<file path="src/rtl/knn_pkg.sv">
// Shared defaults and FSM encoding for the streaming k-nearest selector.
package knn_pkg;

    localparam int DEF_K      = 4;
    localparam int DEF_TYPE_W = 2;
    localparam int DEF_DIST_W = 16;

    // An empty slot holds the largest distance, so any real sample sorts ahead of it.
    localparam logic [DEF_DIST_W-1:0] DIST_EMPTY = '1;

    typedef enum logic [0:0] {
        ST_ACCEPT = 1'b0,
        ST_DONE   = 1'b1
    } knn_state_e;

endpackage

</file>
<file path="src/rtl/knn_sort_slot.sv">
// One cell of the sorted neighbour list: takes the new sample, its left neighbour's
// contents, or holds, depending on where the new distance lands.
module knn_sort_slot
    import knn_pkg::*;
#(
    parameter int TYPE_W = DEF_TYPE_W,
    parameter int DIST_W = DEF_DIST_W
) (
    input  logic              clk,
    input  logic              rst,
    input  logic              shift_en_i,
    input  logic              fresh_i,
    input  logic [DIST_W-1:0] new_dist_i,
    input  logic [TYPE_W-1:0] new_type_i,
    input  logic              lt_prev_i,
    input  logic [DIST_W-1:0] prev_dist_i,
    input  logic [TYPE_W-1:0] prev_type_i,
    output logic              lt_o,
    output logic [DIST_W-1:0] dist_o,
    output logic [TYPE_W-1:0] type_o
);

    logic [DIST_W-1:0] dist_q, dist_d, eff_dist, eff_prev_dist;
    logic [TYPE_W-1:0] type_q, type_d, eff_type, eff_prev_type;

    // On the first beat of a set every slot is seen as empty, including the neighbour.
    assign eff_dist      = fresh_i ? '1 : dist_q;
    assign eff_type      = fresh_i ? '0 : type_q;
    assign eff_prev_dist = fresh_i ? '1 : prev_dist_i;
    assign eff_prev_type = fresh_i ? '0 : prev_type_i;

    assign lt_o = (new_dist_i < eff_dist);

    always_comb begin
        // NOTE: defaults first so every path assigns both signals and no latch is inferred.
        dist_d = dist_q;
        type_d = type_q;
        if (shift_en_i) begin
            dist_d = eff_dist;
            type_d = eff_type;
            if (lt_o && !lt_prev_i) begin
                dist_d = new_dist_i;
                type_d = new_type_i;
            end else if (lt_prev_i) begin
                dist_d = eff_prev_dist;
                type_d = eff_prev_type;
            end
        end
    end

    // NOTE: state registers use non-blocking assignments so all slots shift off the same old values.
    always_ff @(posedge clk) begin
        if (rst) begin
            dist_q <= '1;
            type_q <= '0;
        end else begin
            dist_q <= dist_d;
            type_q <= type_d;
        end
    end

    assign dist_o = dist_q;
    assign type_o = type_q;

endmodule

</file>
<file path="src/rtl/k_nearest_sort.sv">
// Streaming top-K selector: keeps the K smallest distances of a set in ascending order
// and pulses valid_sort for one cycle after the set's last sample.
module k_nearest_sort
    import knn_pkg::*;
#(
    parameter int K      = DEF_K,
    parameter int TYPE_W = DEF_TYPE_W,
    parameter int DIST_W = DEF_DIST_W
) (
    input  logic                     clk,
    input  logic                     rst,
    input  logic                     in_valid,
    output logic                     in_ready,
    input  logic [DIST_W-1:0]        in_dist,
    input  logic [TYPE_W-1:0]        in_type,
    input  logic                     in_last,
    output logic                     valid_sort,
    output logic [TYPE_W*K-1:0]      k_nearest_neighbours_type,
    output logic [DIST_W*K-1:0]      k_nearest_neighbours_dist,
    output logic [$clog2(K+1)-1:0]   neighbour_count
);

    localparam int CNT_W = $clog2(K+1);

    knn_state_e         state_q, state_d;
    logic               fresh_q, fresh_d;
    logic [CNT_W-1:0]   count_q, count_d;
    logic               accept;

    logic [K-1:0]       lt;
    logic [DIST_W-1:0]  slot_dist [K];
    logic [TYPE_W-1:0]  slot_type [K];

    // Outputs are forced low while rst is held so nothing is accepted or reported during reset.
    always_comb begin
        state_d    = state_q;
        in_ready   = 1'b0;
        valid_sort = 1'b0;
        unique case (state_q)
            ST_ACCEPT: begin
                in_ready = !rst;
                if (in_valid && in_ready && in_last) state_d = ST_DONE;
            end
            ST_DONE: begin
                valid_sort = !rst;
                state_d    = ST_ACCEPT;
            end
            default: state_d = ST_ACCEPT;
        endcase
    end

    assign accept = in_valid && in_ready;

    always_comb begin
        fresh_d = fresh_q;
        count_d = count_q;
        if (state_q == ST_DONE) begin
            fresh_d = 1'b1;
        end else if (accept) begin
            fresh_d = 1'b0;
            if (fresh_q)                     count_d = CNT_W'(1);
            else if (count_q != CNT_W'(K))   count_d = count_q + CNT_W'(1);
        end
    end

    always_ff @(posedge clk) begin
        if (rst) begin
            state_q <= ST_ACCEPT;
            fresh_q <= 1'b1;
            count_q <= '0;
        end else begin
            state_q <= state_d;
            fresh_q <= fresh_d;
            count_q <= count_d;
        end
    end

    for (genvar i = 0; i < K; i++) begin : g_slot
        logic              lt_prev;
        logic [DIST_W-1:0] prev_dist;
        logic [TYPE_W-1:0] prev_type;

        if (i == 0) begin : g_head
            assign lt_prev   = 1'b0;
            assign prev_dist = '1;
            assign prev_type = '0;
        end else begin : g_body
            assign lt_prev   = lt[i-1];
            assign prev_dist = slot_dist[i-1];
            assign prev_type = slot_type[i-1];
        end

        knn_sort_slot #(
            .TYPE_W (TYPE_W),
            .DIST_W (DIST_W)
        ) u_slot (
            .clk         (clk),
            .rst         (rst),
            .shift_en_i  (accept),
            .fresh_i     (fresh_q),
            .new_dist_i  (in_dist),
            .new_type_i  (in_type),
            .lt_prev_i   (lt_prev),
            .prev_dist_i (prev_dist),
            .prev_type_i (prev_type),
            .lt_o        (lt[i]),
            .dist_o      (slot_dist[i]),
            .type_o      (slot_type[i])
        );

        assign k_nearest_neighbours_dist[i*DIST_W +: DIST_W] = slot_dist[i];
        assign k_nearest_neighbours_type[i*TYPE_W +: TYPE_W] = slot_type[i];
    end

    assign neighbour_count = count_q;

endmodule

</file>
<file path="config.mk">
export PLATFORM = sky130hd
export DESIGN_NAME = k_nearest_sort
export DESIGN_NICKNAME = d
export VERILOG_FILES = /design/src/rtl/knn_pkg.sv /design/src/rtl/knn_sort_slot.sv /design/src/rtl/k_nearest_sort.sv
export SDC_FILE = /design/constraint.sdc
export NUM_CORES = 1
export LEC_CHECK = 0
export ABC_CLOCK_PERIOD_IN_PS = 9200
export BUFFER_PORTS_ARGS = -buffer_cell sky130_fd_sc_hd__buf_2
export CAP_MARGIN = 20
export CELL_PAD_IN_SITES_DETAIL_PLACEMENT = 1
export CELL_PAD_IN_SITES_GLOBAL_PLACEMENT = 1
export CORE_MARGIN = 4
export CORE_UTILIZATION = 40
export CTS_CLUSTER_SIZE = 28
export DETAILED_ROUTE_END_ITERATION = 6
export PLACE_DENSITY = 0.89
export SKIP_CTS_REPAIR_TIMING = 1
export SLEW_MARGIN = 20
export SYNTH_ARGS = -nofsm -noshare
export SYNTH_HDL_FRONTEND = slang
export SYNTH_SLANG_ARGS = --single-unit
</file>
<file path="constraint.sdc">
create_clock -name clk -period 9.2 [get_ports clk]
set_clock_uncertainty 0.05 [all_clocks]
set_input_delay 0.46 -clock clk [delete_from_list [all_inputs] [get_ports clk]]
set_output_delay 0.46 -clock clk [all_outputs]
set_load 0.005 [all_outputs]
</file>
# Yosys cells after proc, flatten, opt, wreduce, memory -nomap -nowiden
# Index checks and enable logic that the tools add are counted.
dict set report word_totals {
  ff_bits 77
  in_bits 22
  out_inout_bits 77
}
dict set report op_classes {
  add_sub_neg 1
  order_cmp 4
  n_eq_ne 1
  n_mux 28
  bitwise_logic 1
  reduce_logical 15
}
# operator n
set op_table {}
lappend op_table {{16-bit 2-to-1 mux} 11}
lappend op_table {{16-bit < comparator} 4}
lappend op_table {{2-bit 2-to-1 mux} 11}
lappend op_table {{1-bit logical AND} 6}
lappend op_table {{3-bit 2-to-1 mux} 2}
lappend op_table {{1-bit logical NOT} 4}
lappend op_table {{3-bit by 1-bit adder with 3-bit output (second input constant)} 1}
lappend op_table {{1-bit 2-to-1 mux} 3}
lappend op_table {{3-bit != test (second input constant)} 1}
lappend op_table {{3-bit AND reduction} 1}
lappend op_table {{3-bit nonzero test} 1}
lappend op_table {{1-bit case mux with 2 select lines} 1}
lappend op_table {{2-bit AND reduction} 1}
lappend op_table {{2-bit nonzero test} 1}
lappend op_table {{2-bit OR reduction} 1}
lappend op_table {{1-bit NOT} 1}

# Logic depth before layout (Yosys ltp)
# Gate-level depths: netlist of run 1.
dict set report depth {
  word_depth 6
  mapped_depth 15
}

# Hierarchy
# A second synthesis of run 1 with hierarchy kept.
dict set report hier_totals {
  cells_unflattened 755
  hier_area_um2 6814.0
}
# module instances cells_per_inst area_per_inst_um2 seq_area_each_um2
set by_module_without_submodules {}
lappend by_module_without_submodules {knn_sort_slot 4 182 1639.1 360.3}
lappend by_module_without_submodules {k_nearest_sort 1 27 257.7 100.1}

# Worst setup path after synthesis of run 1
# No wires, ideal clock.
dict set report synth_timing {
  kind {reg-to-reg}
  startpoint {register fresh_q}
  endpoint {register g_slot[1].u_slot.type_q[0]}
  arrival_ns 3.068
  required_time_ns 9.028
  slack_ns 5.960
  stages_incl_launch_ff 15
  path_buffers 5
  period_less_slack_ns 3.240
  path_cell_list {dfxtp_1 > buf_2 > clkbuf_1 > clkbuf_1 > buf_1 > nor2_1 > ha_1 > a211oi_1 > nor2_1 > a2111oi_2 > o21ai_1 > and2_1 > buf_2 > and3_1 > a221o_1}
}
dict set report synth_between {
  elab_chain_len 5
}
# item line_no
set synth_rtl {}
lappend synth_rtl {{start, declared} k_nearest_sort.sv:26} ;# logic fresh_q, fresh_d;
lappend synth_rtl {{start signal, assigned} k_nearest_sort.sv:73} ;# fresh_q <= fresh_d;
lappend synth_rtl {{16-bit 2-to-1 mux} knn_sort_slot.sv:27} ;# assign eff_dist = fresh_i ? '1 : dist_q;
lappend synth_rtl {{16-bit < comparator} knn_sort_slot.sv:32} ;# assign lt_o = (new_dist_i < eff_dist);
lappend synth_rtl {{1-bit logical NOT} knn_sort_slot.sv:41} ;# if (lt_o && !lt_prev_i) begin
lappend synth_rtl {{1-bit logical AND} knn_sort_slot.sv:41}
lappend synth_rtl {{2-bit 2-to-1 mux (*)} knn_sort_slot.sv:41}
lappend synth_rtl {{end signal, assigned} knn_sort_slot.sv:58} ;# type_q <= type_d;
lappend synth_rtl {{end, declared} knn_sort_slot.sv:24} ;# logic [TYPE_W-1:0] type_q, type_d, eff_type, eff_prev_type;
# Mark *: on every way between the ends. The rest lies on a longest branch, timed or not.
# A chain may end at the register's enable or synchronous reset.

# Worst setup path after layout of run 1
dict set report layout_timing {
  startpoint {register fresh_q}
  endpoint {register g_slot[2].u_slot.type_q[0]}
}
dict set report layout_between {
  elab_chain_len 5
}
# item line_no
set layout_rtl {}
lappend layout_rtl {{16-bit 2-to-1 mux} knn_sort_slot.sv:27}
lappend layout_rtl {{16-bit < comparator} knn_sort_slot.sv:32}
lappend layout_rtl {{1-bit logical NOT} knn_sort_slot.sv:41}
lappend layout_rtl {{1-bit logical AND} knn_sort_slot.sv:41}
lappend layout_rtl {{2-bit 2-to-1 mux (*)} knn_sort_slot.sv:41}
lappend layout_rtl {{end signal, assigned} knn_sort_slot.sv:58}
lappend layout_rtl {{end, declared} knn_sort_slot.sv:24}
# Marks and branches as above.

==> run summary, run 1 <==
Crit path capture type: flop
Final setup fails: 0
Area taken by multi-input logic gates: 3260 µm²
Antenna violations before repair: 0
Met2 wire len: 9310 µm
IO Port Bufs: 98
Vias: 5,265
Critical Path Source Type: flop
Clock latency on the worst-skew pair: 350 ps
Setup TNS: 0 ps
Area of the core: 12,600 µm²
Slew Limit Fails: 0
Wire length on met3: 1210 µm
Critical path peak fanout: 72
Power per Cell Area: 144 nW/µm²
Hold Path Class: input port to flop
Placed Area: 5680 µm²
I/O pin count: 99
Worst path arrival time: 4320 ps
Fill cells: 1,546
Die height: 121 µm
Final Hold Viols: 0
Routed vias/inst: 6.02
Cells after synthesis: 622
Top Layer Used: met4
DRC violation total after the first TritonRoute iteration: 327
Most used cell, CP: buf_4
Final WS setup: 5060 ps
Register area: 1540 µm²
Reg clk slew, reported paths: 60 ps
Fmax: 242 MHz
Mapped Nets: 706
Final std cells w/o fill: 874
Die area: 14,700 µm²
CP Class: flop to flop
Post-Route M1 WL: 7540 µm
Sink Count: 77
Nets: 781
MaxCap Viol Count: 0
Setup WS pre-CTS: 5120 ps
Ys flop type: dfxtp_1
Pin count of the biggest net entering global routing: 73
Critical-path cell list: buf_4 > nor2_1 > ha_1 > a21oi_1 > o21ai_1 > a2111oi_2 > a211oi_4 > buf_4 > nor2_2 > buf_4 > nor3_1 > a221o_1
Yosys reg bits: 77
Initial Utilization: 40.7%
Total clock buffers created by CTS: 9
RR Startpoint: fresh_q
H-Tree Level Count: 3
Reg2Reg Depth: 12
Layout area overhead: 17.5%
Hold Crit Depth: 2
HP Start: in_valid
Required time of the critical path: 9380 ps
Fraction of registers with async set/reset: 0%
RSZ-0062 raised after global routing: no
Slew @ Worst Pin: 977 ps
Slew margin rel.: 34.9%
Hold Crit Endpoint: fresh_q
Die Width: 121 µm
Share of layout cells above drive strength 1: 19.4%
Vias in the first global route: 5,717
Register area share after synthesis: 30.2%
# DRC: 0
Post-route ant nets: 0
WL/cell: 21.5 µm
Root buffer cell: clkbuf_16
Critical path's largest stage delay: 580 ps
Design Area, Final: 6010 µm²
Post-Syn Area: 5110 µm²
First-pass GRT wire length: 29,900 µm
DRT Pass-1 Iters: 5
Final period utilization: 45.0%
Antenna fix cells: 0
Ys Warns: 0
Fin crit period: 4140 ps
Synth cell types: 55
Syn_area_per_cell: 8.22 µm²
GRT Resource Usage Total: 25.8%
Routed wire length: 18,800 µm
CTS tree: built
Total power: 865 µW
CP max stage cell: buf_4
Peak supply drop: 85.5 µV
Lkg Pwr: 2.59 nW
Cell count after placement: 858
R2R setup slack: 5060 ps
Status: completed
Longest Clk Path Bufs: 2
GRT overflow: 0
Number of synthesized flops with an enable pin: 0
GPL Wtd Cong: 0.916
Row Count: 41
Post-DP HPWL: 13,200 µm
Reg2reg end: g_slot[2].u_slot.type_o[0]
[power by group]
part	switching (mW)	internal (mW)
combinational	0.0703	0.0385
clock	0.147	0.252
sequential	0.0121	0.345
[state kept, by name, indices dropped and copies added (netlist names)]
register and cells:
neighbour_count 3, g_slot.u_slot.type_o 8, fresh_q 1, g_slot.u_slot.dist_o 64, state_q 1
[per-stage QoR]
stage	util, %	hold WS [ps]
after floorplan	-	408
after global placement	45.2	413
after detailed placement	45.2	429
after CTS	47.8	279
after global routing	47.8	309
final	47.8	282
[routing by layer]
layer  global-route usage, %  vias to the layer above
met2                    44.8                      210
li1                        -                     2438
met4                    12.7                        0
met3                    5.03                       62
met1                    30.3                     2555
met5                       0                        -
[cell usage after synthesis, types with 2 or more instances]
| master | n | area (µm²) |
|---|---|---|
| nor2_1 | 93 | 349 |
| o31ai_1 | 11 | 82.6 |
| o21ai_1 | 6 | 30.0 |
| a32oi_1 | 2 | 17.5 |
| a2111oi_2 | 2 | 30.0 |
| mux2i_1 | 28 | 280 |
| a22o_1 | 3 | 26.3 |
| a21o_1 | 2 | 15.0 |
| o211ai_1 | 13 | 97.6 |
| a21oi_1 | 55 | 275 |
| a221o_1 | 4 | 40.0 |
| or2_2 | 8 | 50.1 |
| o22a_1 | 25 | 219 |
| buf_6 | 3 | 33.8 |
| o21a_1 | 2 | 15.0 |
| or2_1 | 3 | 18.8 |
| o21ba_1 | 2 | 20.0 |
| a31oi_1 | 7 | 43.8 |
| o21ai_0 | 25 | 125 |
| nor3_1 | 16 | 80.1 |
| inv_1 | 31 | 116 |
| nand2_1 | 30 | 113 |
| o22ai_1 | 17 | 106 |
| nor2b_1 | 3 | 18.8 |
| nand4_1 | 2 | 12.5 |
| nand3_1 | 5 | 25.0 |
| buf_1 | 2 | 7.51 |
| a221oi_1 | 2 | 17.5 |
| dfxtp_1 | 77 | 1540 |
| clkbuf_1 | 22 | 82.6 |
| nor4_1 | 7 | 43.8 |
| buf_4 | 3 | 22.5 |
| nand2b_1 | 2 | 12.5 |
| ha_1 | 62 | 776 |
| and4_1 | 3 | 26.3 |
| a211oi_1 | 8 | 60.1 |
| and3_1 | 7 | 43.8 |
| and2_1 | 2 | 12.5 |
| buf_2 | 11 | 55.1 |
[placed cells by master (no fill, tap or decap), types with 3 or more instances in the layout]
cell type	netlist	final
buf_2	11	98
nor2_1	93	93
dfxtp_1	77	76
ha_1	62	62
a21oi_1	55	55
inv_1	31	31
nand2_1	30	30
mux2i_1	28	28
o21ai_0	25	25
o22a_1	25	25
o22ai_1	17	17
nor3_1	16	16
o211ai_1	13	13
o31ai_1	11	11
clkbuf_16	0	9
or2_2	8	8
a211oi_1	8	8
a31oi_1	7	7
nor4_1	7	7
and3_1	7	7
buf_4	3	7
o21ai_1	6	6
nand3_1	5	5
a221o_1	4	4
nor2b_1	3	3
or2_1	3	3
and4_1	3	3
a22o_1	3	3
[cell type report]
cell class	instances	share of cell area [%]
multi-input combinational	473	54.3
tap	172	3.58
clock buffer	12	4.27
clock inverter	4	1.17
sequential	77	25.7
timing repair buffer	105	9.04
inverter	31	1.94
[cell families (layout without fill, tap and decap cells)]
| logic type | after synthesis | count (layout) | share of synthesized area (%) |
|---|---|---|---|
| buf+inv | 72 | 152 | 6.22 |
| flops | 77 | 77 | 30.2 |
| compound gates | 200 | 200 | 26.9 |
| mux | 28 | 28 | 5.48 |
| simple gates | 183 | 183 | 16.0 |
| fa+ha+maj | 62 | 62 | 15.2 |
[critical path: cells and delay by family, from the launching register on]
family | cells | cell delay, ps
AND/OR/NAND/NOR | 3 | 830
adder cells (fa/ha/maj) | 1 | 350
buffers and inverters | 3 | 1210
AO/OA/AOI/OAI | 5 | 1220
flip-flops | 1 | 310
[worst max-delay path by stage]
stage	startpoint	end	slack [ps]
after global routing	fresh_q	g_slot[2].u_slot.type_o[0]	4830
after detailed placement	fresh_q	g_slot[2].u_slot.type_o[0]	5120
after global placement	fresh_q	g_slot[2].u_slot.type_o[0]	5350
final	fresh_q	g_slot[2].u_slot.type_o[0]	5060
after floorplan	fresh_q	g_slot[1].u_slot.type_o[0]	5960
after CTS	fresh_q	g_slot[2].u_slot.type_o[0]	5100
Power figures use the tool's default switching activity.
==> run 2, diff against run 1 <==
--- a/config.mk
+++ b/config.mk
@@ -5,7 +5,8 @@
 export SDC_FILE = /design/constraint.sdc
 export NUM_CORES = 1
 export LEC_CHECK = 0
-export ABC_CLOCK_PERIOD_IN_PS = 9200
+export ABC_AREA = 1
+export ABC_CLOCK_PERIOD_IN_PS = 3900
 export BUFFER_PORTS_ARGS = -buffer_cell sky130_fd_sc_hd__buf_2
 export CAP_MARGIN = 20
 export CELL_PAD_IN_SITES_DETAIL_PLACEMENT = 1
@@ -14,7 +15,7 @@
 export CORE_UTILIZATION = 40
 export CTS_CLUSTER_SIZE = 28
 export DETAILED_ROUTE_END_ITERATION = 6
-export PLACE_DENSITY = 0.89
+export PLACE_DENSITY = 0.91
 export SKIP_CTS_REPAIR_TIMING = 1
 export SLEW_MARGIN = 20
 export SYNTH_ARGS = -nofsm -noshare
==> constraint.sdc (replaced) <==
create_clock -name clk -period 3.9 [get_ports clk]
set_clock_uncertainty 0.05 [all_clocks]
set_input_delay 0.195 -clock clk [delete_from_list [all_inputs] [get_ports clk]]
set_output_delay 0.195 -clock clk [all_outputs]
set_load 0.005 [all_outputs]
==> run summary, run 2 <==
Largest delay contributor family on the critical path: simple AND/OR/NAND/NOR gates
Routed vias/inst: 5.27
Most common cell after layout, fill and taps aside: nand2_1
Row Count: 45
Slew margin rel.: 42.0%
Synth top area share: 24.3%
Max reg flops: 64
Placed Area: 6930 µm²
Crit path capture type: flop
WL/cell: 15.9 µm
Required time of the critical path: 4140 ps
Fraction of registers with async set/reset: 0%
Complex-gate fraction of the synthesized area: 12.5%
Area of the core: 15,400 µm²
Slew @ Worst Pin: 868 ps
Ys Warns: 0
Total clock buffers created by CTS: 9
H-Tree Level Count: 3
DRC violation total after the first TritonRoute iteration: 280
Leading area contributor after synthesis: dfxtp_1
Routed wire length: 20,200 µm
Synth cell types: 38
Antenna fix cells: 0
Antenna violations before repair: 0
Most frequent cell after synthesis: nand2_1
Number of synthesized flops with an enable pin: 0
Lkg Pwr: 3.80 nW
Fmax: 280 MHz
CP max stage cell: dfxtp_2
Critical path peak fanout: 37
Clock latency on the worst-skew pair: 350 ps
Setup TNS: 0 ps
Comb pwr share: 16.9%
First-pass GRT wire length: 33,700 µm
Power per Cell Area: 280 nW/µm²
Most frequent cells in the layout: nand2_1, inv_1, nand3_1, nor2_1, buf_2
Ys flop type: dfxtp_1
Critical-path cell list: buf_4 > nor2_1 > ha_1 > nand4_1 > nor3_1 > nand2_4 > nand2_4 > inv_2 > nor2_1 > nand2_1 > nand2_1 > nand2_1 > nand2_1
Vias: 6,662
Initial Utilization: 41.2%
Post-DP HPWL: 14,800 µm
Wire length on met3: 1050 µm
Largest family of logic cells by synthesized area: simple AND/OR/NAND/NOR gates
CTS tree: built
Final Hold Viols: 0
MaxCap Viol Count: 0
Vias in the first global route: 6,918
Post-Syn Area: 6340 µm²
Final setup fails: 0
Layout area overhead: 13.7%
Synth top cells by count: nand2_1, inv_1, nand3_1
Root buffer cell: clkbuf_16
Nets: 1,133
CP Class: flop to flop
Critical path's largest stage delay: 780 ps
Pin count of the biggest net entering global routing: 64
Register area share after synthesis: 24.3%
Met2 wire len: 10,200 µm
Hold Path Class: input port to flop
Cells after synthesis: 974
Switching power share of the total: 30.4%
Critical Path Source Type: flop
Net Switching: 614 µW
Yosys reg bits: 77
I/O pin count: 99
GPL Wtd Cong: 0.864
Post-synthesis mux area share: 0%
Final period utilization: 91.5%
Syn_area_per_cell: 6.51 µm²
Design Area, Final: 7210 µm²
Fin crit period: 3570 ps
Peak supply drop: 212 µV
Share of layout cells above drive strength 1: 18.6%
DRT Pass-1 Iters: 4
Reg clk slew, reported paths: 60 ps
IO Port Bufs: 98
Post-Route M1 WL: 8450 µm
Worst path arrival time: 3810 ps
GRT Resource Usage Total: 23.0%
Sequential power share: 42.8%
RSZ-0062 raised after global routing: no
Post-Synth XOR/XNOR Area: 0%
Die area: 17,900 µm²
GRT overflow: 0
Most used cell, CP: nand2_1
Top Layer Used: met4
Sink Count: 77
Post-Synth Simple-Gate Area: 38.7%
Clock share of power: 40.3%
Status: completed
Die Width: 134 µm
Post-route ant nets: 0
Slew Limit Fails: 0
Mapped Nets: 1,058
Die height: 134 µm
CP bufs+invs: 2
Internal Power: 1.40 mW
# DRC: 0
Post-synthesis adder-cell area fraction: 12.2%
Synth area leaders: dfxtp_1, nand2_1, ha_1
Longest Clk Path Bufs: 2
Layout Utilization: 46.9%
## run 2: cell types whose count changed in the layout (fill, tap and decap cells not counted), moves of 16 or more
cell,before,now
a21oi_1,55,35
inv_1,31,129
mux2i_1,28,0
nand2_1,30,220
nand3_1,5,118
nand3b_1,1,21
o21bai_1,0,31
o22a_1,25,0
o22ai_1,17,1
or2_2,8,24
## run 2: cell type report
class                      instances  area [µm²]
fill                            2094        8170
multi-input combinational        715        4020
sequential                        77        1540
timing repair buffer             110         593
inverter                         136         510
tap                              211         264
clock buffer                      11         253
clock inverter                     5        25.0
## run 2: worst register-to-register path, cell delays in order, from the launching register on
cell	delay [ps]
dfxtp_2	780
buf_4	380
nor2_1	110
ha_1	330
nand4_1	160
nor3_1	420
nand2_4	180
nand2_4	350
inv_2	280
nor2_1	210
nand2_1	70
nand2_1	70
nand2_1	50
nand2_1	70
## run 2: stage by stage
step | setup slack, ps | hold slack (ps) | std cells | power (mW)
final | 331 | 9.30 | 1265 | 2.02
after global routing | 6.71 | 16.6 | 1265 | 2.12
after CTS | 368 | 3.59 | 1265 | 2.04
after detailed placement | 404 | 372 | 1249 | 1.22
after global placement | 611 | 364 | 1249 | 1.20
after floorplan | 1260 | 217 | 974 | 1.08
## run 2: final timing paths
kind	slack, ps	endpoint	from	depth (start not counted)
worst max-delay path	330	g_slot[1].u_slot.type_o[1]	fresh_q	13
worst min register to register	420	g_slot[0].u_slot.type_o[1]	g_slot[0].u_slot.type_o[1]	2
worst max register to register	330	g_slot[1].u_slot.type_o[1]	fresh_q	13
worst min-delay path	9	state_q	in_last	3
## run 2: cell families (layout without fill, tap and decap cells)
kind of cell | after synthesis | after routing
simple gates | 529 | 529
buf+inv | 182 | 262
compound gates | 124 | 124
flops | 77 | 77
fa+ha+maj | 62 | 62
## run 2: per-layer routing
metal  vias to the layer above  GRT usage, %
li1                       3272             -
met1                      3194          26.5
met2                       160          42.2
met3                        36          5.29
met4                         0          6.69
met5                         -             0
## run 2: power by group through the flow
stage          clock network [mW]  registers (mW)  logic [mW]
2_1_floorplan                   0           0.866       0.213
3_5_place_dp                    0           0.879       0.340
5_1_grt                     0.867           0.868       0.388
4_1_cts                     0.833           0.862       0.344
6_report                    0.813           0.862       0.341
3_3_place_gp                    0           0.877       0.324
==> run 3, diff against run 2 <==
--- a/config.mk
+++ b/config.mk
@@ -15,9 +15,9 @@
 export CORE_UTILIZATION = 40
 export CTS_CLUSTER_SIZE = 28
 export DETAILED_ROUTE_END_ITERATION = 6
-export PLACE_DENSITY = 0.91
+export PLACE_DENSITY_LB_ADDON = 0.08
 export SKIP_CTS_REPAIR_TIMING = 1
-export SLEW_MARGIN = 20
+export SLEW_MARGIN = 10
 export SYNTH_ARGS = -nofsm -noshare
 export SYNTH_HDL_FRONTEND = slang
 export SYNTH_SLANG_ARGS = --single-unit
==> run summary, run 3 (synthesis gave the netlist of run 2 again) <==
Final WS setup: 797 ps
Row Count: 45
Critical path peak fanout: 41
Die height: 134 µm
Required time of the critical path: 4100 ps
Total clock buffers created by CTS: 9
Longest Clk Path Bufs: 2
Max reg flops: 64
Fin crit period: 3100 ps
Pin count of the biggest net entering global routing: 64
Root buffer cell: clkbuf_16
Antenna fix cells: 0
CTS tree: built
Critical path's largest stage delay: 560 ps
Die area: 17,900 µm²
WL/cell: 15.5 µm
RSZ-0062 raised after global routing: no
Setup TNS: 0 ps
Slew @ Worst Pin: 600 ps
Final setup fails: 0
Final std cells w/o fill: 1,266
MaxCap Viol Count: 0
Layout area overhead: 14.5%
DRC violation total after the first TritonRoute iteration: 281
Setup WS pre-CTS: 829 ps
CP bufs+invs: 5
Clock latency on the worst-skew pair: 350 ps
Vias in the first global route: 6,452
Fill cells: 2,150
Placed Area: 6930 µm²
Final Hold Viols: 0
Final period utilization: 79.6%
Post-route ant nets: 0
Slew margin rel.: 59.9%
CP Class: flop to flop
Die Width: 134 µm
Hold Path Class: input port to flop
H-Tree Level Count: 3
Area of the core: 15,400 µm²
Area taken by multi-input logic gates: 4020 µm²
Fmax: 322 MHz
GPL Wtd Cong: 0.846
Sink Count: 77
Most used cell, CP: nand2_1
Most common cell after layout, fill and taps aside: nand2_1
Power per Cell Area: 292 nW/µm²
IO Port Bufs: 98
Critical-path cell list: buf_12 > buf_4 > nor2_1 > ha_1 > nand2_1 > nor2_1 > nand2_1 > nand2_2 > nand2_1 > nand2_2 > buf_4 > o21bai_1 > inv_1 > nand3_1 > nand2_1 > inv_1
Design Area, Final: 7260 µm²
Routed wire length: 19,600 µm
Share of layout cells above drive strength 1: 18.5%
Critical Path Source Type: flop
Antenna violations before repair: 0
First-pass GRT wire length: 32,600 µm
Cell count after placement: 1,249
DRT Pass-1 Iters: 4
Status: completed
Worst path arrival time: 3310 ps
GRT Resource Usage Total: 22.3%
I/O pin count: 99
Peak supply drop: 181 µV
Post-DP HPWL: 14,300 µm
Slew Limit Fails: 0
Lkg Pwr: 3.82 nW
Nets: 1,134
# DRC: 0
Crit path capture type: flop
CP max stage cell: dfxtp_2
Most frequent cells in the layout: nand2_1, inv_1, nand3_1, nor2_1, buf_2
Reg clk slew, reported paths: 60 ps
Vias: 6,396
Initial Utilization: 41.2%
GRT overflow: 0
Routed vias/inst: 5.05
Register area: 1540 µm²
Largest delay contributor family on the critical path: simple AND/OR/NAND/NOR gates
[run 3: layout make-up]
class,instances,share of cell area [%]
inverter,136,7.04
clock inverter,5,1.03
multi-input combinational,715,55.4
clock buffer,11,3.21
tap,211,3.64
sequential,77,21.3
timing repair buffer,111,8.45
[run 3: path summary, 6_finish.rpt]
path,from,endpoint,slack (ps),depth (start not counted)
setup / recovery,fresh_q,g_slot[3].u_slot.dist_o[6],800,16
setup reg to reg,fresh_q,g_slot[3].u_slot.dist_o[6],800,16
hold / removal,in_last,state_q,7,3
hold reg to reg,g_slot[1].u_slot.type_o[1],g_slot[1].u_slot.type_o[1],420,2
[run 3: routing by layer]
metal / up-vias / GRT usage [%] / share of wire (%) / wire (µm)
met3: 17 / 3.08 / 2.8 / 553
met2: 82 / 38.4 / 48 / 9440
met1: 3029 / 29.0 / 48 / 9330
li1: 3268 / - / - / -
met4: 0 / 6.51 / 1.5 / 287
met5: - / 0 / 0 / 0
[run 3: worst reg2reg max path, cell delays in order (launching register included)]
cell and delay [ps]:
dfxtp_2 560, buf_12 260, buf_4 210, nor2_1 90
ha_1 300, nand2_1 70, nor2_1 120, nand2_1 80
nand2_2 110, nand2_1 110, nand2_2 340, buf_4 370
o21bai_1 120, inv_1 60, nand3_1 50, nand2_1 60
inv_1 30
[run 3: stage by stage]
step	power, mW	hold slack, ps	utilization, %
floorplan	1.08	217	-
global placement	1.21	360	45.1
detailed placement	1.22	374	45.1
CTS	2.15	1.06	47.1
global route	2.23	10.8	47.2
finish	2.12	6.78	47.2
[run 3: where the power goes]
part	switching, mW	leakage, nW	internal (mW)	total, mW
Clock	0.361	0.153	0.558	0.919
Combinational	0.220	3.04	0.123	0.343
Sequential	0.0341	0.628	0.822	0.856
Total	0.615	3.82	1.50	2.12
